[config.mk]
export PLATFORM = sky130hd
export DESIGN_NAME = branch_predictor
export DESIGN_NICKNAME = d
export VERILOG_FILES = /design/src/rtl/bp_pkg.sv /design/src/rtl/bp_table.sv /design/src/rtl/branch_predictor.sv
export SDC_FILE = /design/constraint.sdc
export NUM_CORES = 1
export LEC_CHECK = 0
export BUFFER_PORTS_ARGS = -buffer_cell sky130_fd_sc_hd__buf_2
export CORE_ASPECT_RATIO = 1.5
export CORE_MARGIN = 4
export CORE_UTILIZATION = 65
export CTS_BUF_LIST = sky130_fd_sc_hd__clkbuf_4
export DETAILED_ROUTE_END_ITERATION = 8
export PLACE_DENSITY = 0.81
export SYNTH_ARGS = -nofsm -noshare
export SYNTH_HDL_FRONTEND = slang
export SYNTH_SLANG_ARGS = --single-unit
[constraint.sdc]
create_clock -name clk -period 17.8 [get_ports clk]
set_input_delay 3.56 -clock clk [delete_from_list [all_inputs] [get_ports clk]]
set_output_delay 3.56 -clock clk [all_outputs]
set_load 0.005 [all_outputs]
[src/rtl/bp_pkg.sv]
// bp_pkg: shared types and helpers for the branch direction predictor.
// Provides the predictor FSM state enum and the weakly-not-taken counter value.
package bp_pkg;

  typedef enum logic {
    BP_INIT  = 1'b0,
    BP_READY = 1'b1
  } bp_state_e;

  function automatic int unsigned weak_nt(input int unsigned ctr_bits);
    return (32'd1 << (ctr_bits - 1)) - 32'd1;
  endfunction

endpackage

[src/rtl/bp_table.sv]
// bp_table: counter storage, two async read ports, one sync write port.
// Ports: rd_a_idx_i/rd_a_o (lookup), rd_b_idx_i/rd_b_o (update), we_i/wr_idx_i/wr_data_i.
module bp_table #(
  parameter int unsigned IDX_W = 8,
  parameter int unsigned CTR_W = 2
) (
  input  logic             clk,
  input  logic [IDX_W-1:0] rd_a_idx_i,
  output logic [CTR_W-1:0] rd_a_o,
  input  logic [IDX_W-1:0] rd_b_idx_i,
  output logic [CTR_W-1:0] rd_b_o,
  input  logic             we_i,
  input  logic [IDX_W-1:0] wr_idx_i,
  input  logic [CTR_W-1:0] wr_data_i
);

  logic [CTR_W-1:0] mem_q [2**IDX_W];

  always_ff @(posedge clk) begin
    if (we_i) mem_q[wr_idx_i] <= wr_data_i;
  end

  assign rd_a_o = mem_q[rd_a_idx_i];
  assign rd_b_o = mem_q[rd_b_idx_i];

endmodule

[src/rtl/branch_predictor.sv]
// branch_predictor: bimodal/gshare direction predictor, init sweep, perf counters.
// Ports: lookup_* / predict_* (ID), update_* (EX), ready, predictions_made, correct_predictions.
module branch_predictor
  import bp_pkg::*;
#(
  parameter int unsigned INDEX_BITS = 8,
  parameter int unsigned CTR_BITS   = 2,
  parameter int unsigned GHR_BITS   = 0,
  parameter int unsigned PC_LSB     = 2,
  parameter int unsigned PERF_BITS  = 13
) (
  input  logic                  clk,
  input  logic                  rst_n,
  input  logic                  lookup_valid,
  input  logic [31:0]           lookup_pc,
  output logic                  predict_taken,
  output logic [INDEX_BITS-1:0] predict_index,
  output logic                  ready,
  input  logic                  update_valid,
  input  logic [INDEX_BITS-1:0] update_index,
  input  logic                  update_pred_taken,
  input  logic                  update_taken,
  output logic [PERF_BITS-1:0]  predictions_made,
  output logic [PERF_BITS-1:0]  correct_predictions
);

  // Bimodal still carries a 1-bit history register held at zero.
  localparam int unsigned GW = (GHR_BITS == 0) ? 1 : GHR_BITS;

  localparam logic [CTR_BITS-1:0] CTR_MAX = '1;
  localparam logic [CTR_BITS-1:0] CTR_WNT =
    CTR_BITS'(weak_nt(CTR_BITS));
  localparam logic [INDEX_BITS-1:0] PTR_LAST = '1;
  localparam logic [PERF_BITS-1:0] PERF_MAX = '1;

  bp_state_e             state_q, state_d;
  logic [INDEX_BITS-1:0] ptr_q, ptr_d;
  logic [GW-1:0]         ghr_q, ghr_d;
  logic [PERF_BITS-1:0]  pm_q, pm_d;
  logic [PERF_BITS-1:0]  cp_q, cp_d;

  logic [INDEX_BITS-1:0] ghr_idx;
  logic [GW-1:0]         ghr_shift;
  logic [CTR_BITS-1:0]   lk_ctr;
  logic [CTR_BITS-1:0]   up_ctr;
  logic [CTR_BITS-1:0]   up_nxt;
  logic                  we;
  logic [INDEX_BITS-1:0] wr_idx;
  logic [CTR_BITS-1:0]   wr_data;
  logic                  unused_pc;

  assign unused_pc = ^lookup_pc;

  assign ghr_idx = (GHR_BITS == 0) ? '0
                 : INDEX_BITS'(ghr_q);

  // Dropping the MSB of {ghr, taken} is the history shift.
  assign ghr_shift = (GHR_BITS == 0) ? '0
                   : GW'({ghr_q, update_taken});

  assign predict_index =
    lookup_pc[PC_LSB +: INDEX_BITS] ^ ghr_idx;

  assign ready         = (state_q == BP_READY);
  assign predict_taken = ready & lk_ctr[CTR_BITS-1];

  assign predictions_made    = pm_q;
  assign correct_predictions = cp_q;

  bp_table #(
    .IDX_W (INDEX_BITS),
    .CTR_W (CTR_BITS)
  ) u_table (
    .clk        (clk),
    .rd_a_idx_i (predict_index),
    .rd_a_o     (lk_ctr),
    .rd_b_idx_i (update_index),
    .rd_b_o     (up_ctr),
    .we_i       (we),
    .wr_idx_i   (wr_idx),
    .wr_data_i  (wr_data)
  );

  always_comb begin
    up_nxt = up_ctr;
    unique case (1'b1)
      update_taken && (up_ctr != CTR_MAX):
        up_nxt = up_ctr + 1'b1;
      !update_taken && (up_ctr != '0):
        up_nxt = up_ctr - 1'b1;
      default:
        up_nxt = up_ctr;
    endcase
  end

  always_comb begin
    state_d = state_q;
    ptr_d   = ptr_q;
    ghr_d   = ghr_q;
    pm_d    = pm_q;
    cp_d    = cp_q;
    we      = 1'b0;
    wr_idx  = update_index;
    wr_data = up_nxt;
    unique case (state_q)
      BP_INIT: begin
        we      = 1'b1;
        wr_idx  = ptr_q;
        wr_data = CTR_WNT;
        ptr_d   = ptr_q + 1'b1;
        if (ptr_q == PTR_LAST) state_d = BP_READY;
      end
      BP_READY: begin
        if (lookup_valid && (pm_q != PERF_MAX))
          pm_d = pm_q + 1'b1;
        if (update_valid) begin
          we    = 1'b1;
          ghr_d = ghr_shift;
          if ((update_pred_taken == update_taken)
              && (cp_q != PERF_MAX))
            cp_d = cp_q + 1'b1;
        end
      end
      default: state_d = BP_INIT;
    endcase
  end

  always_ff @(posedge clk or negedge rst_n) begin
    if (!rst_n) begin
      state_q <= BP_INIT;
      ptr_q   <= '0;
      ghr_q   <= '0;
      pm_q    <= '0;
      cp_q    <= '0;
    end else begin
      state_q <= state_d;
      ptr_q   <= ptr_d;
      ghr_q   <= ghr_d;
      pm_q    <= pm_d;
      cp_q    <= cp_d;
    end
  end

endmodule

==> summary.txt, run 1 <==
router iterations before antenna repair = 6
unrepaired setup endpoints after global routing = no
Synth area leader = edfxtp_1
CP bufs+invs = 3
Pwr Density = 91.90 mW/mm^2
Max-Cap Viols = 0
Vias/cell = 6.974
synthesized instance count = 1533
Fmax = 93.53 MHz
Tightest Pin Transition = 1288 ps
leakage = 8.323 nW
row count = 87
Ports = 82
Clk Latency, worst-skew pair = 850 ps
Worst path slowest cell = buf_4
Final period util = 60.07%
Post-synth ARST share = 6.399%
wire length per cell = 28.90 microns
H-tree levels = 3
grt ovf = 0
top-count cell post-synth = edfxtp_1
Chip Height = 247.6 microns
Rel. slew slack = 13.94%
CTS tree = done
Reg area = 0.01625 sq mm
setup bufs post-CTS = 0
global-route wire length before repair = 95660 microns
Fin Setup TNS = 0 ps
# hold bufs at CTS = 0
full die area = 0.04153 sq mm
Worst Skew = 51.95 ps
max incr delay on CP = 810 ps
Worst-path clk slew = 80 ps
CTS resizes = 0
Detail Route Antenna Nets = 0
sequential fraction of the synthesis area = 65.33%
number of global-route vias before repair = 16151
VDD IR max = 0.00004134 V
die width = 167.7 microns
worst-path fanout max = 44
CP startpoint = lookup_pc[2]
initial DRC count = 1945
cell area after synthesis = 0.02487 sq mm
largest cells by area after synthesis = edfxtp_1, mux4_2, nor2_1
crit start category = primary input
Nets = 1660
CTS sink cnt = 547
Via Count = 15295
number of synthesized flops with an enable pin = 512
initial core utilization = 66.04%
Final min period = 10690 ps
detailed placement HPWL = 37070 microns
multi-input logic area = 0.008015 sq mm
routed wl met3 = 6631 microns
Synth top area share = 61.81%
Final Power = 0.002480 W
Final GP Congestion = 0.8573
Hold Startpoint = predictions_made[12]$_DFFE_PN0P_
Yosys warnings = 0
crit path capture type = primary output
Crit Reg-Reg Startpoint = u_table.mem_q[221][0]$_DFFE_PP_
Residual DRC = 0
CTS Root Cell = clkbuf_4
IO buf count = 57
critical path arrival = 7130 ps
critical path class = primary input to primary output
initial antenna violation count = 2
Syn Nets = 1582
Num CTS Buffers = 116
Final Slew Violations = 0
status = finished clean
gr usage total = 31.26%
Layout fillers = 2321
HP Class = flip-flop to flip-flop
uppermost layer routed = met4
core box area = 0.03766 sq mm
Hold Vio Cnt, Final = 0
endpoints failing setup = 0
Area Growth Syn to Fin = 8.501%
#FFs+latches synth = 547
ys flop type = edfxtp_1
syn_area_per_cell = 16.23 sq um
data required time at the worst endpoint = 14240 ps
Top cell by count, worst path = mux4_2
layout cells sized above 1 = 27.10%
metal2 WL = 32000 microns
maximum root-to-sink buffer count = 3
Post-Route WL = 63380 microns
cell family with most CP delay = multiplexers
Synth cell types = 55
Commonest cells post-synth = edfxtp_1, nor2_1, mux4_2
CP Cell Sequence = buf_4 -> buf_4 -> mux4_2 -> mux4_2 -> mux4_2 -> mux2_2 -> o211a_1 -> buf_2
Metal-1 WL = 20420 microns
largest net degree at the start of global routing = 257
==> layer usage <==
layer,track usage (%),vias up
li1,-,6317
met1,36.82,7658
met2,51.84,1066
met3,7.441,254
met4,20.56,0
met5,0,-
==> area by class of cell <==
class / count / share of cell area, %
clock inverter: 44 / 1.340
multi-input combinational: 857 / 29.70
tap: 489 / 2.267
antenna: 3 / 0.02782
timing repair buffer: 77 / 1.725
sequential: 547 / 60.21
clock buffer: 164 / 4.562
inverter: 12 / 0.1669
==> sequential cells by signal, indices dropped and copies added, names as in the netlist <==
register             count
u_table.mem_q          512
predictions_made        13
ready                    1
correct_predictions     13
ptr_q                    8
==> kinds of logic after synthesis <==
kind of cell,share of synthesized area [%]
buf+inv,2.576
flops,65.33
xor+xnor,1.056
fa+ha+maj,0.1509
mux,19.81
compound gates,3.763
simple gates,7.314
==> where the power goes <==
part           switching, W  internal (W)
registers                 0       0.00138
clock network      0.000470      0.000526
logic             0.0000651     0.0000356
total              0.000535       0.00195
==> through the flow <==
step	util [%]	worst slack (ps)	hold slack, ps	instances	instance area, sq um
floorplan	-	244.8	472.0	1533	24870
detailed placement	67.41	7038	482.2	1982	25390
CTS	71.64	7027	500.6	2190	26980
global placement	67.41	7015	473.2	1982	25390
finish	71.66	7108	499.6	2193	26990
global route	71.65	6884	524.8	2192	26990
==> placed cells by master, fill, tap and decap left out, types with 27 or more instances in the layout <==
master,instances
edfxtp_1,512
nor2_1,275
mux4_2,186
clkbuf_4,164
nand2_1,74
mux2i_1,67
buf_2,53
dfrtp_1,35
clkinv_1,28
o221ai_1,27
==> final timing paths <==
kind                                                      endpoint  slack (ps)  depth (start not counted)
worst max-delay path                                 predict_taken        7110                          8
min in group asynchronous          predictions_made[5]$_DFFE_PN0P_        2790                          1
worst min-delay path              predictions_made[12]$_DFFE_PN0P_         500                          1
max in group asynchronous       correct_predictions[5]$_DFFE_PN0P_       14490                          1
worst min register to register    predictions_made[12]$_DFFE_PN0P_         500                          1
worst max register to register     u_table.mem_q[174][1]$_DFFE_PP_       13260                          9
No activity file was read; power rests on OpenSTA's default activity.
==> run 2, diff against run 1 <==
--- a/config.mk
+++ b/config.mk
@@ -8,10 +8,10 @@
 export BUFFER_PORTS_ARGS = -buffer_cell sky130_fd_sc_hd__buf_2
 export CORE_ASPECT_RATIO = 1.5
 export CORE_MARGIN = 4
-export CORE_UTILIZATION = 65
+export CORE_UTILIZATION = 58
 export CTS_BUF_LIST = sky130_fd_sc_hd__clkbuf_4
 export DETAILED_ROUTE_END_ITERATION = 8
-export PLACE_DENSITY = 0.81
+export PLACE_DENSITY = 0.76
 export SYNTH_ARGS = -nofsm -noshare
 export SYNTH_HDL_FRONTEND = slang
 export SYNTH_SLANG_ARGS = --single-unit
==> constraint.sdc (replaced) <==
create_clock -name clk -period 9.2 [get_ports clk]
set_input_delay 1.84 -clock clk [delete_from_list [all_inputs] [get_ports clk]]
set_output_delay 1.84 -clock clk [all_outputs]
set_load 0.005 [all_outputs]
==> summary.txt, run 2 (same netlist as run 1, synthesis figures left out) <==
status = finished clean
Hold Startpoint = predictions_made[10]$_DFFE_PN0P_
Crit Reg-Reg Startpoint = u_table.mem_q[131][1]$_DFFE_PP_
data required time at the worst endpoint = 7360 ps (-6880 ps)
worst-path fanout max = 35 (-20%)
gr usage total = 27.81% (-3.5 points)
Layout fillers = 2961 (+28%)
Pwr Density = 175.1 mW/mm^2 (+90%)
critical path class = primary input to primary output
core box area = 0.04225 sq mm (+12%)
row count = 92 (+5.7%)
CTS resizes = 0 (unchanged)
Num CTS Buffers = 120 (+3.4%)
die width = 177.1 microns (+5.6%)
CTS tree = done
area of placed instances = 0.02558 sq mm (+0.74%)
initial core utilization = 58.88% (-7.2 points)
HP Class = flip-flop to flip-flop
commonest non-fill, non-tap cells in the layout = edfxtp_1, nor2_1, mux4_2
CTS sink cnt = 547 (unchanged)
most common cell after layout, fill and taps aside = edfxtp_1
Chip Height = 261.6 microns (+5.7%)
router iterations before antenna repair = 8 (+2)
Final min period = 6944 ps
number of global-route vias before repair = 15686 (-2.9%)
maximum root-to-sink buffer count = 3 (unchanged)
Fin Setup TNS = 0 ps (unchanged)
H-tree levels = 3 (unchanged)
Top cell by count, worst path = mux4_2
Worst Skew = 56.88 ps (+4.936 ps)
GRT busiest layer = met2
Worst path slowest cell = buf_4
final core occ = 64.26% (-7.4 points)
Ports = 82 (unchanged)
initial antenna violation count = 3 (+1)
CP bufs+invs = 3 (unchanged)
Cells after DPL = 2062 (+4.0%)
Fmax = 144.0 MHz
crit path capture type = primary output
max incr delay on CP = 620 ps (-190 ps)
Tightest Pin Transition = 1281 ps (-7.258 ps)
Final period util = 75.48%
CTS Root Cell = clkbuf_4
Final Power = 0.004753 W (+92%)
Residual DRC = 0 (unchanged)
Max-Cap Viols = 0 (unchanged)
CP startpoint = lookup_pc[2]
M1 GR Usage = 34.95% (-1.9 points)
Vias/cell = 6.692 (-4.0%)
fin area = 0.02715 sq mm (+0.59%)
initial DRC count = 2054 (+5.6%)
cell family with most CP delay = multiplexers
final non-filler cell total = 2286 (+4.2%)
Top reg by flops = u_table.mem_q
Rel. slew slack = 14.63% (+0.69 points)
Final GP Congestion = 0.8737 (+1.9%)
unrepaired setup endpoints after global routing = no
IO buf count = 57 (unchanged)
Final Slew Violations = 0 (unchanged)
critical path arrival = 5100 ps (-2030 ps)
Post-Route WL = 63780 microns (+0.64%)
wire length per cell = 27.90 microns (-3.5%)
leakage = 8.357 nW (+0.41%)
CP Cell Sequence = buf_4 -> buf_12 -> mux4_2 -> mux4_2 -> mux4_2 -> mux2_2 -> o211a_1 -> buf_2
Hold Vio Cnt, Final = 0 (unchanged)
Nets = 1669 (+0.54%)
largest net degree at the start of global routing = 257 (unchanged)
Via Count = 15299 (+0.026%)
crit start category = primary input
VDD IR max = 0.00008003 V (+94%)
met2 Use GR = 47.37% (-4.5 points)
layout cells sized above 1 = 27.30% (+0.20 points)
met3 Use GR = 5.022% (-2.4 points)
Area Growth Syn to Fin = 9.145%
# hold bufs at CTS = 0 (unchanged)
full die area = 0.04633 sq mm (+12%)
Worst-path clk slew = 60 ps (-20 ps)
grt ovf = 0 (unchanged)
max FFs per register = 512 (unchanged)
Clk Latency, worst-skew pair = 860 ps (about the same)
endpoints failing setup = 0 (unchanged)
setup bufs post-CTS = 0 (unchanged)
detailed placement HPWL = 37420 microns (+0.93%)
global-route wire length before repair = 94740 microns (-0.96%)
Detail Route Antenna Nets = 0 (unchanged)
==> run 2: cell types whose count changed in the layout (fill, tap and decap cells not counted), moves of 3 or more <==
| cell | previous run | this run |
|---|---|---|
| clkbuf_4 | 164 | 173 |
| clkinv_1 | 28 | 36 |
| bufinv_16 | 7 | 3 |
| buf_12 | 1 | 4 |
| o21ai_2 | 3 | 0 |
| o21ai_4 | 1 | 4 |
==> run 2: final cells by class <==
type / instances / area [sq um] / share of cell area [%]
clock inverter: 47 / 262.8 / 0.9678
inverter: 12 / 45.04 / 0.1659
sequential: 547 / 16250 / 59.86
timing repair buffer: 82 / 540.5 / 1.991
clock buffer: 173 / 1299 / 4.784
antenna: 4 / 10.01 / 0.03687
tap: 564 / 705.7 / 2.599
multi-input combinational: 857 / 8035 / 29.60
==> run 2: layer usage <==
metal | wire length, microns | vias up | part of all wire [%]
met5 | 7 | - | 0.011
met4 | 2717 | 2 | 4.3
met3 | 6490 | 177 | 10
met2 | 32770 | 996 | 51
met1 | 21790 | 7782 | 34
li1 | - | 6342 | -
==> run 2: worst paths after layout <==
kind,endpoint,slack (ps),cells after the start
worst max-delay path,predict_taken,2260,8
worst min-delay path,predictions_made[10]$_DFFE_PN0P_,490,1
worst max register to register,u_table.mem_q[97][0]$_DFFE_PP_,5040,9
worst min register to register,predictions_made[10]$_DFFE_PN0P_,490,1
max in group asynchronous,predictions_made[10]$_DFFE_PN0P_,7590,1
min in group asynchronous,ptr_q[2]$_DFFE_PN0N_,1080,1
==> run 2: per-stage QoR <==
stage          hold WS (ps)  setup slack [ps]
6_report              487.2              2256
5_1_grt               512.6              2109
4_1_cts               491.0              2213
3_5_place_dp          477.1              2217
3_3_place_gp          468.7              2192
2_1_floorplan         472.0             442.5
==> run 2: where the power goes <==
group	total (W)	internal, W	switching (W)
registers	0.00268	0.00268	0
clock network	0.00188	0.000949	0.000931
logic	0.000195	0.0000702	0.000125
